$ cat src/rtl/demux1to8_wb.sv
// rtl/demux1to8_wb.sv - 1-to-8 valid/ready demultiplexer with held per-lane data
//
// Purpose:
//   Accepts one request (data + 3-bit lane select) from a single source and
//   delivers it to one of eight destination lanes with a valid/ready
//   handshake. A two-state FSM (IDLE, SEND) allows one outstanding transfer.
//   Each lane's data register keeps the last value written to it until the
//   next request that addresses that lane, or until reset.
//
// Optional feature (macro DEMUX_TIMEOUT_EN):
//   When defined, a SEND that waits TIMEOUT cycles without the addressed
//   lane's out_ready is abandoned: the FSM returns to IDLE, the lane keeps
//   the data it was given, and the sticky err flag is set until reset.
//   When undefined, SEND waits indefinitely, no counter exists and err is 0.
//
// Parameters:
//   WIDTH     - data width of in_data and of each out_data lane
//   TIMEOUT   - SEND wait limit in cycles (only with DEMUX_TIMEOUT_EN)
//
// Ports:
//   clk       - clock, all state updates on the rising edge
//   rst       - asynchronous active-high reset
//   in_data   - source write data
//   in_sel    - destination lane index 0..7
//   in_valid  - source offers in_data/in_sel
//   in_ready  - block accepts a request this cycle (1 in IDLE, 0 in SEND)
//   out_data  - eight lanes, lane k at [k*WIDTH +: WIDTH]
//   out_valid - per-lane delivery strobe, one-hot at sel_q during SEND
//   out_ready - per-lane destination acceptance, only bit sel_q is used
//   err       - sticky timeout flag
module demux1to8_wb #(
    parameter int WIDTH   = 32,
    parameter int TIMEOUT = 15
) (
    input  logic                 clk,
    input  logic                 rst,
    input  logic [WIDTH-1:0]     in_data,
    input  logic [2:0]           in_sel,
    input  logic                 in_valid,
    output logic                 in_ready,
    output logic [8*WIDTH-1:0]   out_data,
    output logic [7:0]           out_valid,
    input  logic [7:0]           out_ready,
    output logic                 err
);

    typedef enum logic {
        IDLE = 1'b0,
        SEND = 1'b1
    } state_t;

    state_t               state_q, state_d;
    logic [WIDTH-1:0]     hold_q, hold_d;
    logic [2:0]           sel_q, sel_d;
    logic [8*WIDTH-1:0]   out_data_q, out_data_d;
    logic [7:0]           out_valid_q, out_valid_d;
    logic                 lane_ready;

`ifdef DEMUX_TIMEOUT_EN
    // Counter only needs to reach TIMEOUT-1.
    localparam int CW = (TIMEOUT > 2) ? $clog2(TIMEOUT) : 1;
    localparam logic [CW-1:0] CNT_LAST = CW'(TIMEOUT - 1);

    logic [CW-1:0]        cnt_q, cnt_d;
    logic                 err_q, err_d;
`endif

    // Only the addressed lane's ready is meaningful; the rest are ignored.
    assign lane_ready = out_ready[sel_q];

    always_comb begin
        state_d     = state_q;
        hold_d      = hold_q;
        sel_d       = sel_q;
        out_data_d  = out_data_q;
        out_valid_d = out_valid_q;
`ifdef DEMUX_TIMEOUT_EN
        cnt_d       = cnt_q;
        err_d       = err_q;
`endif
        case (state_q)
            IDLE: begin
                if (in_valid) begin
                    hold_d  = in_data;
                    sel_d   = in_sel;
                    // The lane is written on the same edge that enters
                    // SEND so data is valid together with the strobe.
                    out_data_d[in_sel*WIDTH +: WIDTH] = in_data;
                    out_valid_d = 8'b1 << in_sel;
                    state_d     = SEND;
`ifdef DEMUX_TIMEOUT_EN
                    cnt_d       = '0;
`endif
                end
            end
            SEND: begin
                // A ready on the timeout edge still counts as completion,
                // so it is tested first.
                if (lane_ready) begin
                    out_valid_d = 8'h00;
                    state_d     = IDLE;
                end
`ifdef DEMUX_TIMEOUT_EN
                else if (cnt_q == CNT_LAST) begin
                    out_valid_d = 8'h00;
                    state_d     = IDLE;
                    err_d       = 1'b1;
                end else begin
                    cnt_d = cnt_q + 1'b1;
                end
`endif
            end
            default: begin
                out_valid_d = 8'h00;
                state_d     = IDLE;
            end
        endcase
    end

    always_ff @(posedge clk or posedge rst) begin
        if (rst) begin
            state_q     <= IDLE;
            hold_q      <= '0;
            sel_q       <= '0;
            out_data_q  <= '0;
            out_valid_q <= '0;
`ifdef DEMUX_TIMEOUT_EN
            cnt_q       <= '0;
            err_q       <= 1'b0;
`endif
        end else begin
            state_q     <= state_d;
            hold_q      <= hold_d;
            sel_q       <= sel_d;
            out_data_q  <= out_data_d;
            out_valid_q <= out_valid_d;
`ifdef DEMUX_TIMEOUT_EN
            cnt_q       <= cnt_d;
            err_q       <= err_d;
`endif
        end
    end

    // Decoded from state alone so the source sees no combinational path
    // from its own inputs.
    assign in_ready  = (state_q == IDLE);
    assign out_data  = out_data_q;
    assign out_valid = out_valid_q;

`ifdef DEMUX_TIMEOUT_EN
    assign err = err_q;
`else
    assign err = 1'b0;
`endif

endmodule
$ cat config.mk
export PLATFORM = sky130hd
export DESIGN_NAME = demux1to8_wb
export DESIGN_NICKNAME = d
export VERILOG_FILES = /design/src/rtl/demux1to8_wb.sv
export SDC_FILE = /design/constraint.sdc
export NUM_CORES = 1
export LEC_CHECK = 0
export ABC_AREA = 0
export CELL_PAD_IN_SITES_DETAIL_PLACEMENT = 1
export CELL_PAD_IN_SITES_GLOBAL_PLACEMENT = 2
export CORE_ASPECT_RATIO = 1.2
export CORE_MARGIN = 10
export CORE_UTILIZATION = 35
export DETAILED_ROUTE_END_ITERATION = 10
export PLACE_DENSITY = 0.9
export SLEW_MARGIN = 20
export SYNTH_ARGS = -nofsm -noshare
export SYNTH_HDL_FRONTEND = slang
export SYNTH_SLANG_ARGS = --single-unit
$ cat constraint.sdc
create_clock -name clk -period 18 [get_ports clk]
set_input_delay 3.6 -clock clk [delete_from_list [all_inputs] [get_ports clk]]
set_output_delay 3.6 -clock clk [all_outputs]
set_load 0.02 [all_outputs]
======== After elaboration in Yosys (flattened, before gate mapping) ========
Cells that the tools add are included.
word-level totals
  memory bits (read-only) ................. 0
  memory bits (writable) .................. 0
  word-level logic and storage cells ...... 23
  memories kept ........................... 0
  input bits .............................. 46
  bits in latches ......................... 0
  flip-flop bits (word level) ............. 268
operators by class
  bitwise operators ....................... 1
  multiplexer cells ....................... 9
  add/subtract/negate cells ............... 1
  multiply operators ...................... 0
  eq/ne operators ......................... 2
  reduce and logical (&&, ||, !) cells .... 2
  magnitude comparators ................... 1
  shifts and indexed selects .............. 3
  div/mod/pow operators ................... 0
operators by type and width
  operator                                                 number
  bitwise mux 256 bit                                      1
  variable shift 32 x 34 -> 256 bit, first input constant  1
  variable part select 32 x 34 -> 256 bit                  1
  negator 8 -> 34 bit                                      1
  2-to-1 mux 8 bit                                         2
  case mux 8 bit (2 select lines)                          1
  left shift 1 x 3 -> 8 bit, first input constant          1
  < comparator 3 x 4 -> 1 bit, second input constant       1
  AND reduction 2 bit                                      2
  binary-select mux 1 bit (select 3 bit)                   1
  2-to-1 mux 1 bit                                         3
  inequality test 2 x 1 -> 1 bit, second input constant    1
  inequality test 2 bit, second input constant             1
  case mux 1 bit (2 select lines)                          1
  NOT 1 bit                                                1

======== Depth between registers and ports, before layout ========
  depth after elaboration ................. 4
  depth in mapped cells ................... 9
  depth with buffers taken out ............ 6

======== Least setup slack after synthesis ========
No wires, ideal clock.
  kind .................................... input-to-reg
  start point ............................. input in_sel[0]
  end point ............................... register out_data_q[148], in the netlist out_data[148]
  path buffers ............................ 3
  required time ........................... 17875 ps
  setup slack ............................. 12280 ps
  arrival ................................. 5595 ps
  stages .................................. 9
  cell sequence ........................... buf_1 -> inv_1 -> ha_1 -> ha_1 -> clkbuf_1 -> nand2b_1 -> nor4_4 -> buf_6 -> mux2_4
between the ends
  longest elaborated chain between the ends .. 3
RTL lines
  what                                                                                          RTL line  RTL
  from (decl)                                                                                   38        input logic [2:0] in_sel,
  negator 8 -> 34 bit (*)                                                                       88        out_data_d[in_sel*WIDTH +: WIDTH] = in_data;
  variable part select 32 x 34 -> 256 bit or variable shift 32 x 34 -> 256 bit (tied branches)  88
  bitwise mux 256 bit (*)                                                                       88
  to (signal assigned)                                                                          135       out_data_q <= out_data_d;
  to (decl)                                                                                     55        logic [8*WIDTH-1:0] out_data_q, out_data_d;
Every way passes the cells marked *; elsewhere a longest branch is shown, timed or not.
A chain may end at the register's enable or synchronous reset.

======== Final worst setup path ========
  start point ............................. input in_sel[0]
  end point ............................... register out_data_q[144], in the netlist out_data[144]
Same word-level chain as after synthesis.

==> flow_results.org <==
** CTS
- # hold bufs at CTS :: 0
- Clock-pin slew was measured on the worst setup and hold paths at 0.06 ns.
- Max Buffers Root-to-Sink :: 3
- TritonCTS clock tree :: done
- Number of H-tree levels :: 1
- The clock reaches the later pin of the worst-skew pair after 0.55 ns.
- Resized Gates After CTS :: 0
- The tree is rooted in a sky130_fd_sc_hd__clkbuf_16.
- The number of clock buffers added by TritonCTS is 29.
- Clock sink count :: between 200 and 300
- Once the clock tree was built, the setup fixing pass inserted 0 buffers.

** Logic synthesis
- Number of nets in the synthesized netlist :: 803
- Area leader, netlist :: sky130_fd_sc_hd__dfrtp_1
- After synthesis, the most frequently instantiated cells are sky130_fd_sc_hd__dfrtp_1 (268), sky130_fd_sc_hd__mux2_2 (203), sky130_fd_sc_hd__and2_1 (70).
- Proportion of synthesized chip area in sequential cells :: between 50% and 60%
- Post-synthesis cell area :: around 11,000 um2
- Yosys mapped a number of flops with a built-in enable equal to 0.
- In the synthesized netlist the dominant register cell turns out to be sky130_fd_sc_hd__dfrtp_1.
- After synthesis, the mean cell area works out to 15.1 um2.
- For this run, asynchronously set or reset flops after synthesis account for between 90% and 100%.
- Synthesized netlist cell count :: 750
- The Yosys step of the flow raised 0 warnings.
- Yosys mapped the design onto 37 distinct sky130hd cell types.
- Of the post-synthesis cell area, the dominant cell type holds about three fifths.
- Count of state elements after synthesis :: 268
- Cells taking the most area after synthesis :: sky130_fd_sc_hd__dfrtp_1 (59%), sky130_fd_sc_hd__mux2_2 (20%), sky130_fd_sc_hd__mux2_4 (6.6%)
- Cell with the most instances after synthesis :: sky130_fd_sc_hd__dfrtp_1

** Timing
- Worst slew margin relative to its limit :: between 20 and 30%
- Setup TNS :: 0 ns
- The number of failing hold endpoints at the final stage came to 0.
- Worst clock skew on the final layout :: 0.0210 ns
- The final critical path takes up 38.7% of the cycle.
- For the pin with the worst max-slew slack, the measured transition is ~1.0 ns.
- The number of pins exceeding their max-slew limit in the final report is 0.
- Final count of negative-setup-slack endpoints :: 0
- Peak clock frequency supported by timing :: roughly 0.14 GHz
- The clock period could shrink to about 7.0 ns.
- Setup repair after global routing missed its margin :: false

** Pwr
- VDD sags by at most between 70 and 80 uV.
- Post-layout power :: 2460 uW
- Leak :: 0.00726 uW
- Power spread over the standard cell area amounts to about 160 nW/um2.

** Critical path
- STA classifies the critical path startpoint as an input pin.
- The worst setup path is captured at a flop.
- Launching element of the worst setup path :: in_sel[0]
- Peak fanout along the critical path :: 21
- The worst register-to-register path begins at state_q.
- WP data required :: 18.42 ns
- Category of the most critical setup path :: in -> reg
- Data arrives at the worst endpoint at 7.38 ns.

** Floorplanning
- The initialized floorplan defines 72 standard-cell rows.
- Placeable core area :: about 32,000 um2
- Die ar. :: 40,000 um2
- The die is 184 um wide.
- From bottom edge to top edge, the die measures 217 um.
- The initial utilization of the core area, before any placement, comes to between 30% and 40%.
- Number of I/O pins :: 312

** Min path
- Worst hold start :: out_data[215]
- Kind of path behind the tightest hold check :: reg -> reg

** Final layout
- Fraction of layout instances using a drive strength above 1 :: 30.0%
- Growth of design area from synthesis to finish :: 39.5%
- Utilization of the core after routing :: between 40 and 50%
- Nets :: 1,109
- Number of standard cells in the layout, taps in and fillers out :: 1,488

** GRT
- The first global-routing pass estimated 55.0 mm of wire.
- In the global route stage, overall resource usage came out at between 15 and 20%.
- Entering global routing, the biggest net connects 116 pins.
- The number of global-route vias before repair came to slightly above 8,000.
- The number of antenna violations at the first check in global routing came to 1.
- After global routing the overflow that remains totals 0.

** Detailed routing
- First-pass detailed-route iteration total :: 4
- Via density per instance :: 4.97
- Number of design rule violations left after detail routing :: 0
- Remaining antenna violation count :: 0
- Routed length per instance :: around 24 um
- The detailed router finished its first iteration with 340 violations.
- Total Routed Length :: 36.4 mm
- Total number of vias :: 7,391

** Placement
- Port Buf Inserts :: 310
- Including well taps, the total number of placed cells is around 1,400.
- Routability Congestion :: ~0.79
- Placed wire-length estimate after detailed placement :: 26.0 mm

** Job
- Across the run, the number of max-cap violations was 0.

** Run status
- The flow ran to the end, and the final reports show no timing, DRC or antenna violations.
==> cells by family (layout without fill, tap and decap cells) <==
family,after synthesis,count (layout),synth area share (%)
flops,268,268,59.3
mux,259,259,27.5
simple gates,143,143,8.24
buf+inv,51,380,2.87
compound gates,21,21,1.30
fa+ha+maj,7,7,0.774
other cells,1,3,0.0331
==> flip-flops by register name, summed over array words and instances (netlist names) <==
register and flops:
out_data 256, out_valid 8, state_q 1, sel_q 3
==> layout make-up <==
class | instances | area, um2
Fill cell | 3215 | 16300
Sequential cell | 268 | 6710
Multi-Input combinational cell | 431 | 4300
Timing Repair Buffer | 321 | 3210
Clock buffer | 44 | 872
Tap cell | 407 | 509
Clock inverter | 10 | 158
Inverter | 5 | 26.3
Antenna cell | 2 | 5.00
==> cells in the final DEF, fill, tap and decap left out, drive strengths merged <==
master and instances:
mux2i 2, bufinv 4, nor3b 1, a221oi 1, and3 25, o311a 1
mux2 256, clkinv 5, conb 1, clkbuf 45, buf 10, nand4 1
nor4 3, nor2b 2, or4bb 3, o211ai 2, ha 7, inv 6
nor2 4, and2b 1, dfrtp 268, and4bb 1, nand2b 4, nand2 21
nand4b 5, nand3b 2, and2 70, diode 2, a21oi 1, mux4 1
o21ai 9, o21bai 1, o31a 6, clkdlybuf4s50 310
==> path summary, 6_finish.rpt <==
check	to	slack (ns)	cells after the start
setup / recovery	out_data[144]	11.04	8
hold / removal	out_data[215]	0.49	1
setup reg to reg	out_data[144]	15.21	4
hold reg to reg	out_data[215]	0.49	1
max in group asynchronous	out_data[128]	12.22	4
min in group asynchronous	out_data[208]	3.60	2
==> per-stage QoR <==
step / area [um2] / hold slack (ns) / setup WS (ns)
detailed placement: 14700 / 0.482 / 10.41
global placement: 14700 / 0.485 / 10.54
floorplan: 11300 / 0.494 / 7.02
finish: 15800 / 0.490 / 11.04
global route: 15800 / 0.512 / 10.79
CTS: 15700 / 0.490 / 10.99
==> routing by layer <==
layer | routed length, um | share of wire (%) | up-vias | GRT usage [%]
li1 | - | - | 3245 | -
met2 | 18800 | 52 | 197 | 31.6
met4 | 1120 | 3.1 | 0 | 5.80
met1 | 14200 | 39 | 3896 | 20.4
met5 | 0 | 0 | - | 0
met3 | 2190 | 6.0 | 53 | 4.68
==> worst max-delay path, cell delays in order <==
cell and delay (ns):
sky130_fd_sc_hd__clkdlybuf4s50_1 0.97, sky130_fd_sc_hd__inv_1 0.17, sky130_fd_sc_hd__ha_1 0.29, sky130_fd_sc_hd__ha_1 0.41, sky130_fd_sc_hd__nand2b_1 0.13, sky130_fd_sc_hd__nor4_4 0.86
sky130_fd_sc_hd__buf_4 0.51, sky130_fd_sc_hd__mux2_2 0.39
==> power by group <==
group          internal, uW  switching (uW)  leakage [uW]
clock                   390             246      0.000510
combinational           468             459       0.00315
sequential              784             116       0.00360
No activity file was read; power rests on OpenSTA's default activity.
==> RTL change 1: new RTL, same settings <==
Build with the macro `DEMUX_TIMEOUT_EN` defined.
--- a/src/rtl/demux1to8_wb.sv
+++ b/src/rtl/demux1to8_wb.sv
@@ -28,6 +28,8 @@
 //   out_valid - per-lane delivery strobe, one-hot at sel_q during SEND
 //   out_ready - per-lane destination acceptance, only bit sel_q is used
 //   err       - sticky timeout flag
+`define DEMUX_TIMEOUT_EN
+
 module demux1to8_wb #(
     parameter int WIDTH   = 32,
     parameter int TIMEOUT = 15
Function: not settled (the Yosys comparison gave no result); the edit may change what the design does.
==> RTL change 1 against the unedited design <==
  * Power decreased by 11%
  * Combinational power is 20% lower
  * First-iteration DRC count up 11%
  * Largest power group is now registers
  * Cell area down 5.2%
  * Critical endpoint is now out_data[158]
  * Wire length increased by 5.5%
  * Setup slack worse by 0.10 ns
  * Sequential cell count rose by 5
  * Area after synthesis is 6.0% lower
  * Fmax down 1.4%
  * Global-route usage is 2.1 points higher
==> RTL change 1: results (changes against the unedited design) <==
* Outcome: completed
* Switching part of the total power at 0.346 (+0.0131)
* Hold wc startpoint: out_data[44]
* Mean instance size in the synthesized netlist at 10.4 µm² (-31%)
* Placed standard-cell area at 14,000 µm² (-4.6%)
* CTS clk-pin slew, worst paths at 0.06 ns (about the same)
* Initial antenna violation count at 0 (-1)
* Number of distinct library cells after synthesis at 38 (+2.7%)
* Adder-cell area share of the yosys netlist at 0.0106 (+0.00285)
* Cell family with most CP delay: simple AND/OR/NAND/NOR gates
* First-pass GRT wire length at 58,200 µm (+5.9%)
* Worst path arrival time at 7.49 ns (+0.11 ns)
* Worst stage delay on the critical path at 1.03 ns (+0.06 ns)
* Final RePlAce weighted congestion at 0.820 (+4.1%)
* Worst setup timing slack at the placement stage at 10.40 ns (-0.00510 ns)
* Maximum vdd ir drop at 85.6 µV (+10%)
* Violation count after the first detailed-routing iteration at 379 (+11%)
* Vias per cell at 5.02 (+1.1%)
* Number of I/O port buffers at 311 (+0.32%)
* Via count of the routed design at 8,575 (+16%)
* Half-perimeter wire length of the detailed placement result at 27,900 µm (+7.1%)
* Number of global-route vias before repair at 9,089 (+10%)
* Part of the Yosys area used for sequential elements at 0.642 (+0.0495)
* Synth top area cells: sky130_fd_sc_hd__dfrtp_1 (64%), sky130_fd_sc_hd__nand2_1 (12%), sky130_fd_sc_hd__o21ai_0 (7.7%)
* Number of filler instances in the final layout at 3,226 (+0.34%)
* Number of buffers inserted during clock tree synthesis at 28 (-3.4%)
* Timing startpoint of the critical path: in_sel[0]
* Combined area of the multi-input logic cells at 3520 µm² (-18%)
* Number of cells on the worst hold path at 2 (+1)
* Fraction of synthesized area in multiplexers at 0.0426 (-0.233)
* Largest net degree at the start of global routing at 135 (+16%)
* Final layout net count at 1,355 (+22%)
* Synthesized net count at 1,074 (+34%)
* Tot GR Track Use at 0.199 (+0.0209)
* Largest fanout of any net on the critical path at 34 (+62%)
* Measured slew at the worst slew-check pin at 1.03 ns (-0.0152 ns)
* Proportion of layout cells with a drive suffix above 1 at 0.0721 (-0.228)
-- RTL change 1: cell types whose count changed after synthesis, moves of 27 or more --
cell and change:
sky130_fd_sc_hd__nand2_1 +320, sky130_fd_sc_hd__o31ai_1 +32, sky130_fd_sc_hd__mux2_4 -50, sky130_fd_sc_hd__mux2_2 -170, sky130_fd_sc_hd__clkbuf_1 +27, sky130_fd_sc_hd__and2_1 -68, sky130_fd_sc_hd__o21ai_1 +31, sky130_fd_sc_hd__o21ai_0 +154
-- RTL change 1: power groups by stage --
stage / registers (mW) / logic, mW / clock network (mW)
4_1_cts: 0.861 / 0.757 / 0.600
3_5_place_dp: 0.869 / 0.752 / 0
3_3_place_gp: 0.862 / 0.739 / 0
5_1_grt: 0.879 / 0.795 / 0.630
6_report: 0.858 / 0.744 / 0.584
2_1_floorplan: 1.03 / 0.172 / 0
-- RTL change 1: cell type report --
type	instances	share of cell area
multi-input combinational	671	0.235
sequential	273	0.457
clock buffer	42	0.0558
tap	390	0.0326
clock inverter	6	0.00535
inverter	8	0.00251
timing repair buffer	318	0.212
-- RTL change 1: routing by layer --
| layer | wire length [µm] | share of wire | vias up | global-route usage |
|---|---|---|---|---|
| li1 | - | - | 3969 | - |
| met1 | 15800 | 0.41 | 4338 | 0.246 |
| met2 | 18900 | 0.49 | 214 | 0.336 |
| met3 | 2580 | 0.067 | 54 | 0.0506 |
| met4 | 1100 | 0.029 | 0 | 0.0558 |
| met5 | 0 | 0 | - | 0 |
-- RTL change 1: final timing paths --
check                                      to  slack (ns)
worst max-delay path            out_data[158]       10.94
worst min register to register   out_data[44]        0.48
min in group asynchronous       out_data[224]        3.63
max in group asynchronous       out_data[185]       12.76
worst max register to register  out_data[199]       15.28
worst min-delay path             out_data[44]        0.48
==> RTL change 2: new RTL, same settings <==
Made on the original files. Reset style: synchronous (`rst`), changed in one clocked block. Comments in the files are not updated.
--- a/src/rtl/demux1to8_wb.sv
+++ b/src/rtl/demux1to8_wb.sv
@@ -117,7 +117,7 @@
         endcase
     end
 
-    always_ff @(posedge clk or posedge rst) begin
+    always_ff @(posedge clk) begin
         if (rst) begin
             state_q     <= IDLE;
             hold_q      <= '0;
Formal check against the unedited RTL: not equivalent (Yosys sat finds a counterexample within 4 cycles, from zero or initial values and one cycle with rst high; the reset may be asserted at any time).
==> RTL change 2 against the unedited design <==
  * Setup slack improved by 0.38 ns
  * Clock skew is 0.0029 ns lower
  * Wire length increased by 17%
  * Via count up 34%
  * Register-to-register slack better by 0.62 ns
  * Sequential cell count stayed put
  * Critical path depth is the same
  * Area after synthesis is 10% lower
  * First-iteration DRC count rose by 120%
  * Cell area shrank 10%
Power is not compared: it rests on default switching activity, and its combinational part moved more than twofold at a synthesized area within 25%.
==> RTL change 2: results (changes against the unedited design) <==
* R2r startpoint: state_q
* Hold crit path type: reg2reg
* Slowest CP cell: sky130_fd_sc_hd__buf_2
* Share of synthesized registers carrying an async set or reset at 0 (-1.00)
* Sequential cell count of the final layout at 268 (unchanged)
* Count of non-CTS inverters in the layout at 4 (-1)
* Fraction of area in clock buffers and inverters at 0.0679 (+0.00265)
* Initial antenna violation count at 0 (-1)
* Clk_skew at 0.0181 ns (-0.00285 ns)
* Non-clock buffer count at 329 (+2.5%)
* Adder-cell area share of the yosys netlist at 0.00860 (+0.000861)
* Tot GR Track Use at 0.222 (+0.0438)
* Combined area of the multi-input logic cells at 4090 µm² (-4.9%)
* Number of global-route vias before repair at 10,100 (+23%)
* Total instance count after detailed placement at 1,817 (+27%)
* Multi-input combinational cell count at 832 (+93%)
* Vias per cell at 5.28 (+6.4%)
* Number of antenna cells inserted at 0 (-2)
* Half-perimeter wire length of the detailed placement result at 28,200 µm (+8.4%)
* Most used flip-flop cell after synthesis: sky130_fd_sc_hd__dfxtp_1
* First-pass GRT wire length at 63,200 µm (+15%)
* Worst stage delay on the critical path at 0.76 ns (-0.21 ns)
* Buffer share of cell area at 0.230 (+0.0266)
* Count of placed standard cells in the final layout, fillers left out at 1,867 (+25%)
* GR Layer Usage met3 at 0.0688 (+0.0219)
* Fraction of synthesized area in multiplexers at 0.00418 (-0.271)
* Worst path arrival time at 6.96 ns (-0.42 ns)
* Largest fanout of any net on the critical path at 40 (+90%)
* Synthesized net count at 1,302 (+62%)
* Number of distinct library cells after synthesis at 38 (+2.7%)
* Number of filler instances in the final layout at 3,420 (+6.4%)
* Final layout net count at 1,517 (+37%)
* Reg area at 5370 µm² (-20%)
* Max_slew headroom at 0.314 (+0.0157)
* Final RePlAce weighted congestion at 0.772 (-2.1%)
* Share of the synthesized area in compound gates (AO/OA/AOI/OAI) at 0.139 (+0.126)
* Violation count after the first detailed-routing iteration at 740 (+120%)
* Hold wc startpoint: out_data[153]
* Routed len/inst at 22.8 µm (-6.8%)
* Proportion of layout cells with a drive suffix above 1 at 0.0547 (-0.246)
* Synth top area cells: sky130_fd_sc_hd__dfxtp_1 (53%), sky130_fd_sc_hd__a21oi_1 (13%), sky130_fd_sc_hd__nand2_1 (11%)
* Part of the Yosys area used for sequential elements at 0.527 (-0.0658)
* Outcome: completed
RTL change 2: cell types whose count changed in the layout (fill, tap and decap cells not counted), moves of 69 or more:
cell	before	now
sky130_fd_sc_hd__nand3_1	0	214
sky130_fd_sc_hd__dfxtp_1	0	268
sky130_fd_sc_hd__a21oi_1	1	259
sky130_fd_sc_hd__nand2_1	20	296
sky130_fd_sc_hd__and2_1	70	1
sky130_fd_sc_hd__mux2_2	203	0
sky130_fd_sc_hd__dfrtp_1	268	0
RTL change 2: path summary, 6_finish.rpt:
path | endpoint | slack (ns) | depth (start not counted)
worst max register to register | out_data[109] | 15.83 | 5
worst min register to register | out_data[153] | 0.45 | 2
worst max-delay path | out_data[30] | 11.42 | 8
worst min-delay path | out_data[153] | 0.45 | 2
RTL change 2: cell families after synthesis:
kind of cell | after synthesis
buffers and inverters | 149
multiplexers | 3
other | 1
AO/OA/AOI/OAI | 271
adder cells (fa/ha/maj) | 7
flip-flops | 268
AND/OR/NAND/NOR | 550
RTL change 2: power by group through the flow:
stage	sequential [mW]	combinational [mW]	clock, mW
global placement	0.616	0.101	0
detailed placement	0.617	0.102	0
global route	0.604	0.109	0.647
CTS	0.603	0.102	0.619
floorplan	0.623	0.0534	0
finish	0.603	0.102	0.608
RTL change 2: stage by stage:
step,worst slack (ns),util,hold slack (ns),instance area [µm²]
final,11.42,0.493,0.452,14200
after global routing,11.17,0.493,0.468,14200
after CTS,11.39,0.492,0.454,14200
after detailed placement,10.82,0.459,0.447,13200
after global placement,10.95,0.459,0.441,13200
after floorplan,12.22,-,0.448,10200
RTL change 2: per-layer routing:
layer	share of wire	vias to the layer above	routed length, µm
met3	0.074	59	3160
met2	0.51	267	21600
li1	-	4627	-
met4	0.023	0	989
met5	0	-	0
met1	0.39	4914	16700
